[config.mk]
export PLATFORM = sky130hd
export DESIGN_NAME = euler_sequencer_flat
export DESIGN_NICKNAME = d
export VERILOG_FILES = /design/src/rtl/euler_pkg.sv /design/src/rtl/euler_sequencer_if.sv /design/src/rtl/euler_sequencer_integrator.sv /design/src/rtl/euler_sequencer.sv /design/src/flat_wrapper.sv
export SDC_FILE = /design/constraint.sdc
export NUM_CORES = 1
export LEC_CHECK = 0
export ABC_AREA = 1
export CORE_ASPECT_RATIO = 0.7
export CORE_UTILIZATION = 25
export DETAILED_ROUTE_END_ITERATION = 8
export PLACE_DENSITY = 0.43
export SLEW_MARGIN = 20
export SYNTH_ARGS = -nofsm -noshare
export SYNTH_HDL_FRONTEND = slang
export SYNTH_SLANG_ARGS = --single-unit
[constraint.sdc]
create_clock -name clock -period 9.7 [get_ports clock]
set_input_delay 2.425 -clock clock [delete_from_list [all_inputs] [get_ports clock]]
set_output_delay 2.425 -clock clock [all_outputs]
set_load 0.02 [all_outputs]
[src/rtl/euler_pkg.sv]
// euler_pkg: shared widths, FSM state type and variable indices for the Euler sequencer
package euler_pkg;
  localparam int W  = 18;
  localparam int SW = 16;
  typedef enum logic [2:0] {IDLE, EVAL, UPDATE, CHECK, FIN} fsm_e;
  localparam logic [1:0] VAR_X = 2'd0;
  localparam logic [1:0] VAR_Y = 2'd1;
  localparam logic [1:0] VAR_Z = 2'd2;
endpackage

[src/rtl/euler_sequencer_if.sv]
// euler_sequencer_if: control, init, derivative handshake and status bundle of the Euler sequencer
//   master: environment side (drives start/halt/init/dt/num_steps/deriv_valid/deriv)
//   slave : sequencer side (drives var_sel/state_bus/deriv_req/busy/sample_valid/step_count/done)
interface euler_sequencer_if #(parameter int NVARS = 3);
  import euler_pkg::*;
  logic               start;
  logic               halt;
  logic               init_load;
  logic [1:0]         init_idx;
  logic [W-1:0]       init_val;
  logic [3:0]         dt;
  logic [SW-1:0]      num_steps;
  logic [1:0]         var_sel;
  logic [NVARS*W-1:0] state_bus;
  logic               deriv_req;
  logic               deriv_valid;
  logic [W-1:0]       deriv;
  logic               busy;
  logic               sample_valid;
  logic [SW-1:0]      step_count;
  logic               done;
  modport master (
    output start, halt, init_load, init_idx, init_val, dt, num_steps, deriv_valid, deriv,
    input  var_sel, state_bus, deriv_req, busy, sample_valid, step_count, done
  );
  modport slave (
    input  start, halt, init_load, init_idx, init_val, dt, num_steps, deriv_valid, deriv,
    output var_sel, state_bus, deriv_req, busy, sample_valid, step_count, done
  );
endinterface

[src/rtl/euler_sequencer_integrator.sv]
// euler_sequencer_integrator: combinational Euler update xnew = x + (func >>> dt), wrapping
//   x_i    current state value
//   func_i derivative value
//   dt_i   step size as arithmetic right-shift count
//   xnew_o updated state value
module euler_sequencer_integrator
  import euler_pkg::*;
(
  input  logic signed [W-1:0] x_i,
  input  logic signed [W-1:0] func_i,
  input  logic        [3:0]   dt_i,
  output logic signed [W-1:0] xnew_o
);
  assign xnew_o = x_i + (func_i >>> dt_i);
endmodule

[src/rtl/euler_sequencer.sv]
// euler_sequencer: fixed-step Euler integration of NVARS variables through one shared integrator
//   clock, reset : system clock, asynchronous active-high reset
//   bus (slave)  : start/halt/init/dt/num_steps in, derivative req/valid handshake,
//                  state snapshot, busy, sample_valid, step_count and done out
module euler_sequencer
  import euler_pkg::*;
#(
  parameter int NVARS = 3
) (
  input logic clock,
  input logic reset,
  euler_sequencer_if.slave bus
);
  fsm_e               fsm_q, fsm_d;
  logic signed [W-1:0] state_q [NVARS];
  logic signed [W-1:0] d_q [NVARS];
  logic [1:0]          idx_q;
  logic [3:0]          dt_q;
  logic [SW-1:0]       num_q;
  logic [SW-1:0]       step_q;
  logic                sv_q;
  logic signed [W-1:0] xnew;
  logic                last;
  assign last = idx_q == 2'(NVARS - 1);
  // idx_q walks the variables in both EVAL and UPDATE, so it also steers the integrator mux
  euler_sequencer_integrator u_int (
    .x_i   (state_q[idx_q]),
    .func_i(d_q[idx_q]),
    .dt_i  (dt_q),
    .xnew_o(xnew)
  );
  always_ff @(posedge clock or posedge reset)
    if (reset) fsm_q <= IDLE;
    else fsm_q <= fsm_d;
  always_comb begin
    fsm_d = fsm_q;
    case (fsm_q)
      IDLE:    fsm_d = bus.start ? CHECK : IDLE;
      EVAL:    fsm_d = (bus.deriv_valid && last) ? UPDATE : EVAL;
      UPDATE:  fsm_d = last ? CHECK : UPDATE;
      CHECK:   fsm_d = (step_q == num_q || bus.halt) ? FIN : EVAL;
      default: fsm_d = IDLE;
    endcase
  end
  // step_q is bumped on the edge into CHECK so the count is already current while sample_valid is high
  always_ff @(posedge clock or posedge reset)
    if (reset) begin
      for (int i = 0; i < NVARS; i++) begin
        state_q[i] <= '0;
        d_q[i]     <= '0;
      end
      idx_q  <= VAR_X;
      dt_q   <= '0;
      num_q  <= '0;
      step_q <= '0;
      sv_q   <= 1'b0;
    end else begin
      sv_q <= fsm_q == UPDATE && last;
      case (fsm_q)
        IDLE: begin
          if (bus.init_load && int'(bus.init_idx) < NVARS) state_q[bus.init_idx] <= bus.init_val;
          if (bus.start) begin
            dt_q   <= bus.dt;
            num_q  <= bus.num_steps;
            step_q <= '0;
          end
        end
        EVAL:
          if (bus.deriv_valid) begin
            d_q[idx_q] <= bus.deriv;
            idx_q      <= last ? VAR_X : idx_q + 2'd1;
          end
        UPDATE: begin
          state_q[idx_q] <= xnew;
          idx_q          <= last ? VAR_X : idx_q + 2'd1;
          if (last) step_q <= step_q + SW'(1);
        end
        default: ;
      endcase
    end
  for (genvar g = 0; g < NVARS; g++) begin : g_bus
    assign bus.state_bus[g*W +: W] = state_q[g];
  end
  assign bus.var_sel      = idx_q;
  assign bus.deriv_req    = fsm_q == EVAL;
  assign bus.busy         = fsm_q != IDLE;
  assign bus.sample_valid = sv_q;
  assign bus.step_count   = step_q;
  assign bus.done         = fsm_q == FIN;
endmodule
[src/flat_wrapper.sv]
// flat-port wrapper written by rule: the top's interface ports become plain ports
module euler_sequencer_flat import euler_pkg::*;
#(
  parameter int NVARS = 3
)
  (clock, reset, bus_start, bus_halt, bus_init_load, bus_init_idx, bus_init_val, bus_dt, bus_num_steps, bus_deriv_valid, bus_deriv, bus_var_sel, bus_state_bus, bus_deriv_req, bus_busy, bus_sample_valid, bus_step_count, bus_done);
  euler_sequencer_if #(.NVARS(NVARS)) bus_i ();
  input logic clock;
  input logic reset;
  input wire logic [$bits(bus_i.start)-1:0] bus_start;
  input wire logic [$bits(bus_i.halt)-1:0] bus_halt;
  input wire logic [$bits(bus_i.init_load)-1:0] bus_init_load;
  input wire logic [$bits(bus_i.init_idx)-1:0] bus_init_idx;
  input wire logic [$bits(bus_i.init_val)-1:0] bus_init_val;
  input wire logic [$bits(bus_i.dt)-1:0] bus_dt;
  input wire logic [$bits(bus_i.num_steps)-1:0] bus_num_steps;
  input wire logic [$bits(bus_i.deriv_valid)-1:0] bus_deriv_valid;
  input wire logic [$bits(bus_i.deriv)-1:0] bus_deriv;
  output wire logic [$bits(bus_i.var_sel)-1:0] bus_var_sel;
  output wire logic [$bits(bus_i.state_bus)-1:0] bus_state_bus;
  output wire logic [$bits(bus_i.deriv_req)-1:0] bus_deriv_req;
  output wire logic [$bits(bus_i.busy)-1:0] bus_busy;
  output wire logic [$bits(bus_i.sample_valid)-1:0] bus_sample_valid;
  output wire logic [$bits(bus_i.step_count)-1:0] bus_step_count;
  output wire logic [$bits(bus_i.done)-1:0] bus_done;
  assign bus_i.start = bus_start;
  assign bus_i.halt = bus_halt;
  assign bus_i.init_load = bus_init_load;
  assign bus_i.init_idx = bus_init_idx;
  assign bus_i.init_val = bus_init_val;
  assign bus_i.dt = bus_dt;
  assign bus_i.num_steps = bus_num_steps;
  assign bus_i.deriv_valid = bus_deriv_valid;
  assign bus_i.deriv = bus_deriv;
  assign bus_var_sel = bus_i.var_sel;
  assign bus_state_bus = bus_i.state_bus;
  assign bus_deriv_req = bus_i.deriv_req;
  assign bus_busy = bus_i.busy;
  assign bus_sample_valid = bus_i.sample_valid;
  assign bus_step_count = bus_i.step_count;
  assign bus_done = bus_i.done;
  euler_sequencer #(.NVARS(NVARS)) u_core (.clock(clock), .reset(reset), .bus(bus_i));
endmodule
# After elaboration in Yosys (flattened, before gate mapping)
# Index checks and enable logic that the tools add are counted.
[classes]
add_sub_neg = 3
magnitude_cmp = 5
n_eq_ne = 10
shifts = 1
n_mux = 26
bitwise = 2
n_reduce_logical = 15
[op_table]
columns = ["cell", "n"]
rows = [
  ["$bwmux 54", 3],
  ["$mux 18", 6],
  ["$pmux 54 s2", 1],
  ["$bmux 18 s2", 2],
  ["$demux 18 s2", 2],
  ["$mux 54", 1],
  ["$mux 16", 2],
  ["$pmux 16 s2", 1],
  ["$add 18x18->18", 1],
  ["$sshr 18x4->18", 1],
  ["$add 16x1->16 const B", 1],
  ["$eq 16x16->1", 1],
  ["$pmux 3 s4", 1],
  ["$mux 2", 4],
  ["$reduce_and 2->1", 4],
  ["$eq 3x2->1 const B", 2],
  ["$ge 3x3->1 const B", 2],
  ["$lt 3x1->1 const B", 2],
  ["$not 2->3", 2],
  ["$logic_and 1x1->1", 5],
  ["$ne 2x1->1 const B", 2],
  ["$ne 2x2->1 const B", 2],
  ["$pmux 2 s2", 1],
  ["$reduce_bool 2->1", 2],
  ["11 further kinds", 11],
]
[totals]
ff_bits = 150
output_inout_bits = 76
wordCells = 74

# Longest topological paths before layout
# Gate-level depths: netlist of run 1.
[logic_depth]
ltp_word = 8
ltp_mapped = 23
depth_no_buf = 22

# Hierarchy
# From an unflattened synthesis of run 1, not the netlist that was laid out.
[unflattened]
hier_cells = 1323
hier_area_um2 = 9489.1
[modules_own_cells]
columns = ["module", "instances", "cells_each", "area_per_inst_um2"]
rows = [
  ["euler_sequencer", 1, 971, 7732.4],
  ["euler_sequencer_integrator", 1, 352, 1756.7],
]

# Worst setup path after synthesis of run 1
# OpenSTA, ideal clock, no wires.
[synth_timing]
kind = "input to register"
from = "input port bus_init_idx[1]"
to = "register u_core.state_q, in the netlist u_core.bus.state_bus[46]"
setup_ns = 0.121
arrival_time_ns = 3.311
slack_ns = 6.269
path_stages = 10
n_path_buf = 1
cell_sequence = "inv_1 -> nor2_1 -> nand2_1 -> inv_1 -> nand2_1 -> nand2_1 -> buf_2 -> o21ai_0 -> o21ai_0 -> nand2_1"
[synth_between]
elab_chain_len = 8
elab_cells_between_ends = 13
[synth_lines]
columns = ["item", "line_no", "source"]
rows = [
  ["start: declaration", "flat_wrapper.sv:13", "input wire logic [$bits(bus_i.init_idx)-1:0] bus_init_idx;"],
  ["$not 2->3 (implied by the code)", "euler_sequencer.sv:61", "if (bus.init_load && int'(bus.init_idx) < NVARS) state_q[bus.init_idx] <= bus.init_val;"],
  ["$ge 3x3->1 (implied by the code) / $lt 3x1->1 (equally long branches)", "euler_sequencer.sv:61", ""],
  ["$logic_and 1x1->1 (implied by the code)", "euler_sequencer.sv:61", ""],
  ["$mux 18 (implied by the code)", "euler_sequencer.sv:61", ""],
  ["$demux 18 s2", "euler_sequencer.sv:61", ""],
  ["$bwmux 54", "euler_sequencer.sv:61", ""],
  ["$mux 54", "euler_sequencer.sv:61", ""],
  ["$pmux 54 s2", "euler_sequencer.sv:59", "case (fsm_q)"],
  ["end signal: indexed assignment", "euler_sequencer.sv:74", "state_q[idx_q] <= xnew;"],
  ["end: declaration", "euler_sequencer.sv:15", "logic signed [W-1:0] state_q [NVARS];"],
]
# Several ways; a longest one is shown, not always the timed one. The select of a mux whose other input is x is not followed.
# A chain may end at the register's enable or synchronous reset.

# Worst setup path after layout of run 1
[layout_timing]
from = "input port bus_init_idx[1]"
to = "register u_core.state_q, in the netlist u_core.bus.state_bus[44]"
# The elaborated chain is that of the path after synthesis.

==> out/qor.txt, run 1 <==
status: completed
Netlist Area Pre-Place: 9180 µm²
yosys warns: 0
H-tree level count: 4
Site Rows: 58
routed len/inst: 18.4 µm
share of cells above drive strength 1: 0.0440
Cells after Synth: 1333
EDFF count, synth: 0
detailed-route via count: 9270
Final setup viols: 0
gpl congestion: 0.862
Longest Clk Path Bufs: 2
antenna violations before repair: 1
CTS Buf Count: 17
violation count after the first detailed-routing iteration: 732
Layout Skew: 10.4 ps
Initial Util: 0.255
post_cts resized: 0
ANT nets after route: 0
Top Ports: 140
Synthesized Nets: 1416
Synth cell types: 35
Layout area overhead: 26.2%
CP Launch Type: input pin
main flop type after synthesis: dfrtp_1
unrepaired setup endpoints after global routing: no
nature of the critical path endpoint: flip-flop
clock-pin slew on the worst setup and hold paths: 70 ps
DRC Markers: 0
largest net degree at the start of global routing: 81
drt via density: 4.79
CP max FO: 25
placed wire-length estimate: 25.9 mm
CTS tree: done
commonest non-fill, non-tap cells in the layout: nand2_1, nand3_1, dfrtp_1, clkdlybuf4s50_1, inv_1
worst hold start: u_core.d_q[5]
Reg2Reg Launch Point: u_core.bus.var_sel[1]
commonest non-fill, non-tap cell in the layout: nand2_1
hold_buf cts: 0
flops & latches, synth: 150
setup TNS: 0 ps
Worst EP arrival: 5160 ps
worst skew pair latency: 450 ps
GR Util All Layers: 0.197
worst vdd ir: 0.000179 V
final wirelength: 35.7 mm
Worst Hold Class: reg -> reg
die area: 37500 µm²
Die H: 162 µm
first-pass detailed-route iteration total: 5
CORE AREA: 36100 µm²
Slew HR: 0.334
fmax: 207 MHz
Slew Limit Fails: 0
global route total overflow: 0
CTS Sinks: 150
Worst Tran Pin Value: 998 ps
share of flip-flops with an asynchronous set or reset: 1.00
Worst Path Required: 10020 ps
P_leak: 5.44 nW
CP Class: in -> reg
vias in the first global route: 9059
Post-CTS Setup Bufs: 0
Avg Inst Size Synth: 6.89 µm²
Final period util: 0.499
number of port buffers: 139
# nets final: 1524
PD cells: 432 nW/µm²
minimum clock period: 4840 ps
Max Cap Viol: 0
CTS root buf: clkbuf_16
origin of the worst setup path: bus_init_idx[1]
diodes inserted: 0
Power, Total: 5.00 mW
Seq/Total Area, Yosys: 0.409
Die X-Extent: 231 µm
Final Hold Vio Count: 0
first-pass GRT wire length: 55.5 mm
==> worst max-delay path: stages <==
cell	delay (ps)
clkdlybuf4s50_1	510
inv_1	50
nor2_1	120
nand2_1	260
inv_1	460
nand2_1	90
nand2_1	640
inv_2	280
a21oi_1	190
o21ai_0	110
==> Yosys cell counts (2+ instances only) <==
master	number	area (µm²)
inv_1	75	282
nand3_1	190	951
inv_2	11	41.3
o21ai_0	67	335
buf_4	3	22.5
nor3_1	14	70.1
xnor2_1	7	61.3
ha_1	18	225
dfrtp_1	150	3750
xor2_1	15	131
o21ai_1	27	135
nor2_2	3	18.8
buf_1	6	22.5
nor2_1	53	199
a21oi_1	40	200
a22oi_1	16	120
buf_2	30	150
nand2_2	4	25.0
nor2_4	2	22.5
clkbuf_1	18	67.6
clkinv_1	3	11.3
or2_2	2	12.5
nand2_1	533	2000
o211ai_1	5	37.5
nand4_1	26	163
and2_1	2	12.5
nand3b_1	5	37.5
==> layer usage <==
| layer | global-route usage | share of wire |
|---|---|---|
| met1 | 0.291 | 0.52 |
| met2 | 0.283 | 0.41 |
| met3 | 0.0469 | 0.059 |
| met4 | 0.0476 | 0.010 |
| met5 | 0 | 0 |
==> kinds of logic (layout without fill, tap and decap cells) <==
logic type | count (synthesis) | count (layout) | synth area share
DFF | 150 | 150 | 0.409
buffers and inverters | 147 | 268 | 0.0657
AOI/OAI and AO/OA | 160 | 160 | 0.0943
xor gates and xnor gates | 22 | 22 | 0.0210
adders and majority gates | 19 | 19 | 0.0267
and+or+nand+nor | 835 | 835 | 0.384
==> path summary, 6_finish.rpt <==
kind | end | slack [ps] | depth (start not counted)
min reg2reg | u_core.d_q[5] | 470 | 2
min in group asynchronous | u_core.num_q[5] | 2500 | 2
max reg2reg | u_core.bus.state_bus[6] | 4970 | 18
max | u_core.bus.state_bus[44] | 4860 | 10
max in group asynchronous | u_core.bus.sample_valid | 5730 | 3
min | u_core.d_q[5] | 470 | 2
==> metrics by stage <==
stage / util / hold WS [ps] / cell area [µm²] / setup slack [ps] / cells
detailed placement: 0.304 / 460 / 11000 / 4450 / 1902
floorplan: - / 442 / 9180 / 3240 / 1333
CTS: 0.321 / 478 / 11600 / 4940 / 1934
global placement: 0.304 / 456 / 11000 / 4620 / 1902
global route: 0.321 / 488 / 11600 / 4600 / 1934
finish: 0.321 / 473 / 11600 / 4860 / 1934
==> flip-flops by register name (all words and copies together), names as in the netlist <==
register / cells
u_core.bus.state_bus: 54
u_core.d_q: 54
u_core.bus.step_count: 16
u_core.num_q: 16
u_core.dt_q: 4
u_core.fsm_q: 3
u_core.bus.var_sel: 2
u_core.bus.sample_valid: 1
==> power by group <==
part | total, mW | switching, mW | internal [mW] | leakage [nW]
combinational | 3.13 | 2.11 | 1.02 | 3.27
clock | 0.728 | 0.305 | 0.424 | 0.304
sequential | 1.15 | 0.247 | 0.899 | 1.86
==> layout make-up <==
cell class	instances	area, µm²
fillers	3882	24500
inverters	90	345
clock inverters	12	163
repair buffers	146	1440
well taps	480	601
clock buffers	20	457
multi-input cells	1036	4830
flip-flops and latches	150	3750
Note: power is estimated with default switching activity, not from simulation.
==> run 2: changes to the inputs <==
- PLACE_DENSITY: 0.43 -> 0.45
- clock period: 9.7 -> 4.4 ns (I/O delays scaled with it)
==> out/qor.txt, run 2 (synthesis gave the netlist of run 1 again) <==
Final WS setup: 460 ps (-4400 ps)
CTS Sinks: 150 (unchanged)
P_leak: 5.50 nW (+1.2%)
nature of the critical path endpoint: flip-flop
antenna violations before repair: 1 (unchanged)
clock-pin slew on the worst setup and hold paths: 70 ps (about the same)
Layout Skew: 14.5 ps (+4.17 ps)
final wirelength: 35.3 mm (-1.0%)
Die H: 162 µm (unchanged)
number of port buffers: 139 (unchanged)
CP Class: reg -> reg
Post-CTS Setup Bufs: 0 (unchanged)
Final setup viols: 0 (unchanged)
cell mode on critical path: nand2_1
Power, Total: 10.9 mW (+120%)
ANT nets after route: 0 (unchanged)
worst vdd ir: 0.000420 V (+130%)
share of cells above drive strength 1: 0.0538 (+0.00980)
Worst EP arrival: 4310 ps (-850 ps)
CP Cell Sequence: inv_2, nor2_2, nand2_1, nand4_1, nand3_1, nand3_1, nand3_1, nand2_1, ha_1, inv_1, fa_1, nand3b_1, nand2_1, nand3_1, nand2_1, xor2_1, nand2_1, o21ai_0
global route total overflow: 0 (unchanged)
minimum clock period: 3940 ps
# nets final: 1539 (+0.98%)
Layout area overhead: 27.4%
Worst Tran Pin Value: 934 ps (-64.0 ps)
reg-to-reg slack, setup: 460 ps (-4510 ps)
CTS tree: done
commonest non-fill, non-tap cells in the layout: nand2_1, nand3_1, dfrtp_1, clkdlybuf4s50_1, inv_1
Longest Clk Path Bufs: 2 (unchanged)
CTS Buf Count: 17 (unchanged)
CP max FO: 18 (-28%)
CP max stage cell: nor2_2
FILL cells: 3880 (-0.052%)
first-pass GRT wire length: 55.1 mm (-0.76%)
PD cells: 934 nW/µm² (+120%)
post_cts resized: 0 (unchanged)
die area: 37500 µm² (unchanged)
Worst Path Required: 4770 ps (-5250 ps)
Max Cap Viol: 0 (unchanged)
Final Hold Vio Count: 0 (unchanged)
Site Rows: 58 (unchanged)
Initial Util: 0.255 (unchanged)
H-tree level count: 4 (unchanged)
Slew Limit Fails: 0 (unchanged)
Final period util: 0.895
drt via density: 4.83 (+0.68%)
Slew HR: 0.377 (+0.0427)
diodes inserted: 0 (unchanged)
DRC Markers: 0 (unchanged)
CP Launch Type: flip-flop
Worst Hold Class: reg -> reg
hold_buf cts: 0 (unchanged)
violation count after the first detailed-routing iteration: 854 (+17%)
setup TNS: 0 ps (unchanged)
fmax: 254 MHz
pre-CTS WS: 530 ps (-3920 ps)
CTS root buf: clkbuf_16
Hold WS: 472 ps (-1.76 ps)
Die X-Extent: 231 µm (unchanged)
vias in the first global route: 9184 (+1.4%)
placed wire-length estimate: 25.7 mm (-0.69%)
gpl congestion: 0.868 (+0.68%)
first-pass detailed-route iteration total: 6 (+1)
routed len/inst: 18.1 µm (-1.7%)
unrepaired setup endpoints after global routing: no
largest net degree at the start of global routing: 132 (+63%)
GR Util All Layers: 0.194 (-0.00243)
detailed-route via count: 9401 (+1.4%)
commonest non-fill, non-tap cell in the layout: nand2_1
status: completed
worst skew pair latency: 460 ps (about the same)
CORE AREA: 36100 µm² (unchanged)
critical path's largest stage delay: 570 ps (-70 ps)
Top Ports: 140 (unchanged)
[run 2: path summary, 6_finish.rpt]
check / start / endpoint / cells past startpoint
setup / recovery: u_core.bus.var_sel[1] / u_core.bus.state_bus[44] / 18
hold / removal: u_core.d_q[42] / u_core.d_q[42] / 2
setup reg to reg: u_core.bus.var_sel[1] / u_core.bus.state_bus[44] / 18
hold reg to reg: u_core.d_q[42] / u_core.d_q[42] / 2
max in group asynchronous: reset / u_core.bus.state_bus[52] / 3
min in group asynchronous: reset / u_core.num_q[4] / 2
[run 2: per-layer routing]
layer  vias up  wire length [µm]  GRT usage
met5         -                13          0
met1      4467             17600      0.287
met2       282             15200      0.289
met3        33              2130     0.0366
met4         2               414     0.0455
li1       4617                 -          -
[run 2: cell type report]
| cell class | count | area (µm²) | area share |
|---|---|---|---|
| timing repair buffer | 161 | 1570 | 0.134 |
| tap | 480 | 601 | 0.0513 |
| multi-input combinational | 1036 | 4830 | 0.413 |
| inverter | 90 | 344 | 0.0294 |
| clock inverter | 13 | 166 | 0.0142 |
| clock buffer | 18 | 439 | 0.0375 |
| sequential | 150 | 3750 | 0.321 |
[run 2: report_power, final]
| part | leakage, nW | switching (mW) | total, mW | internal [mW] |
|---|---|---|---|---|
| Combinational | 3.35 | 4.53 | 6.84 | 2.31 |
| Sequential | 1.86 | 0.550 | 2.53 | 1.98 |
| Clock | 0.291 | 0.691 | 1.56 | 0.868 |
| Total | 5.50 | 5.77 | 10.9 | 5.16 |
[run 2: stage by stage]
step                      instance area, µm²  std cells  utilization
after global placement                 11100       1917        0.308
after global routing                   11700       1948        0.324
after CTS                              11700       1948        0.324
after detailed placement               11100       1917        0.308
after floorplan                         9190       1333            -
final                                  11700       1948        0.324
[run 2: worst max-delay path, delay by kind of cell (launching register included)]
| family | cells | cell delay (ps) |
|---|---|---|
| flops | 1 | 560 |
| simple gates | 12 | 1980 |
| buf+inv | 2 | 290 |
| xor+xnor | 1 | 330 |
| fa+ha+maj | 2 | 570 |
| compound gates | 1 | 110 |
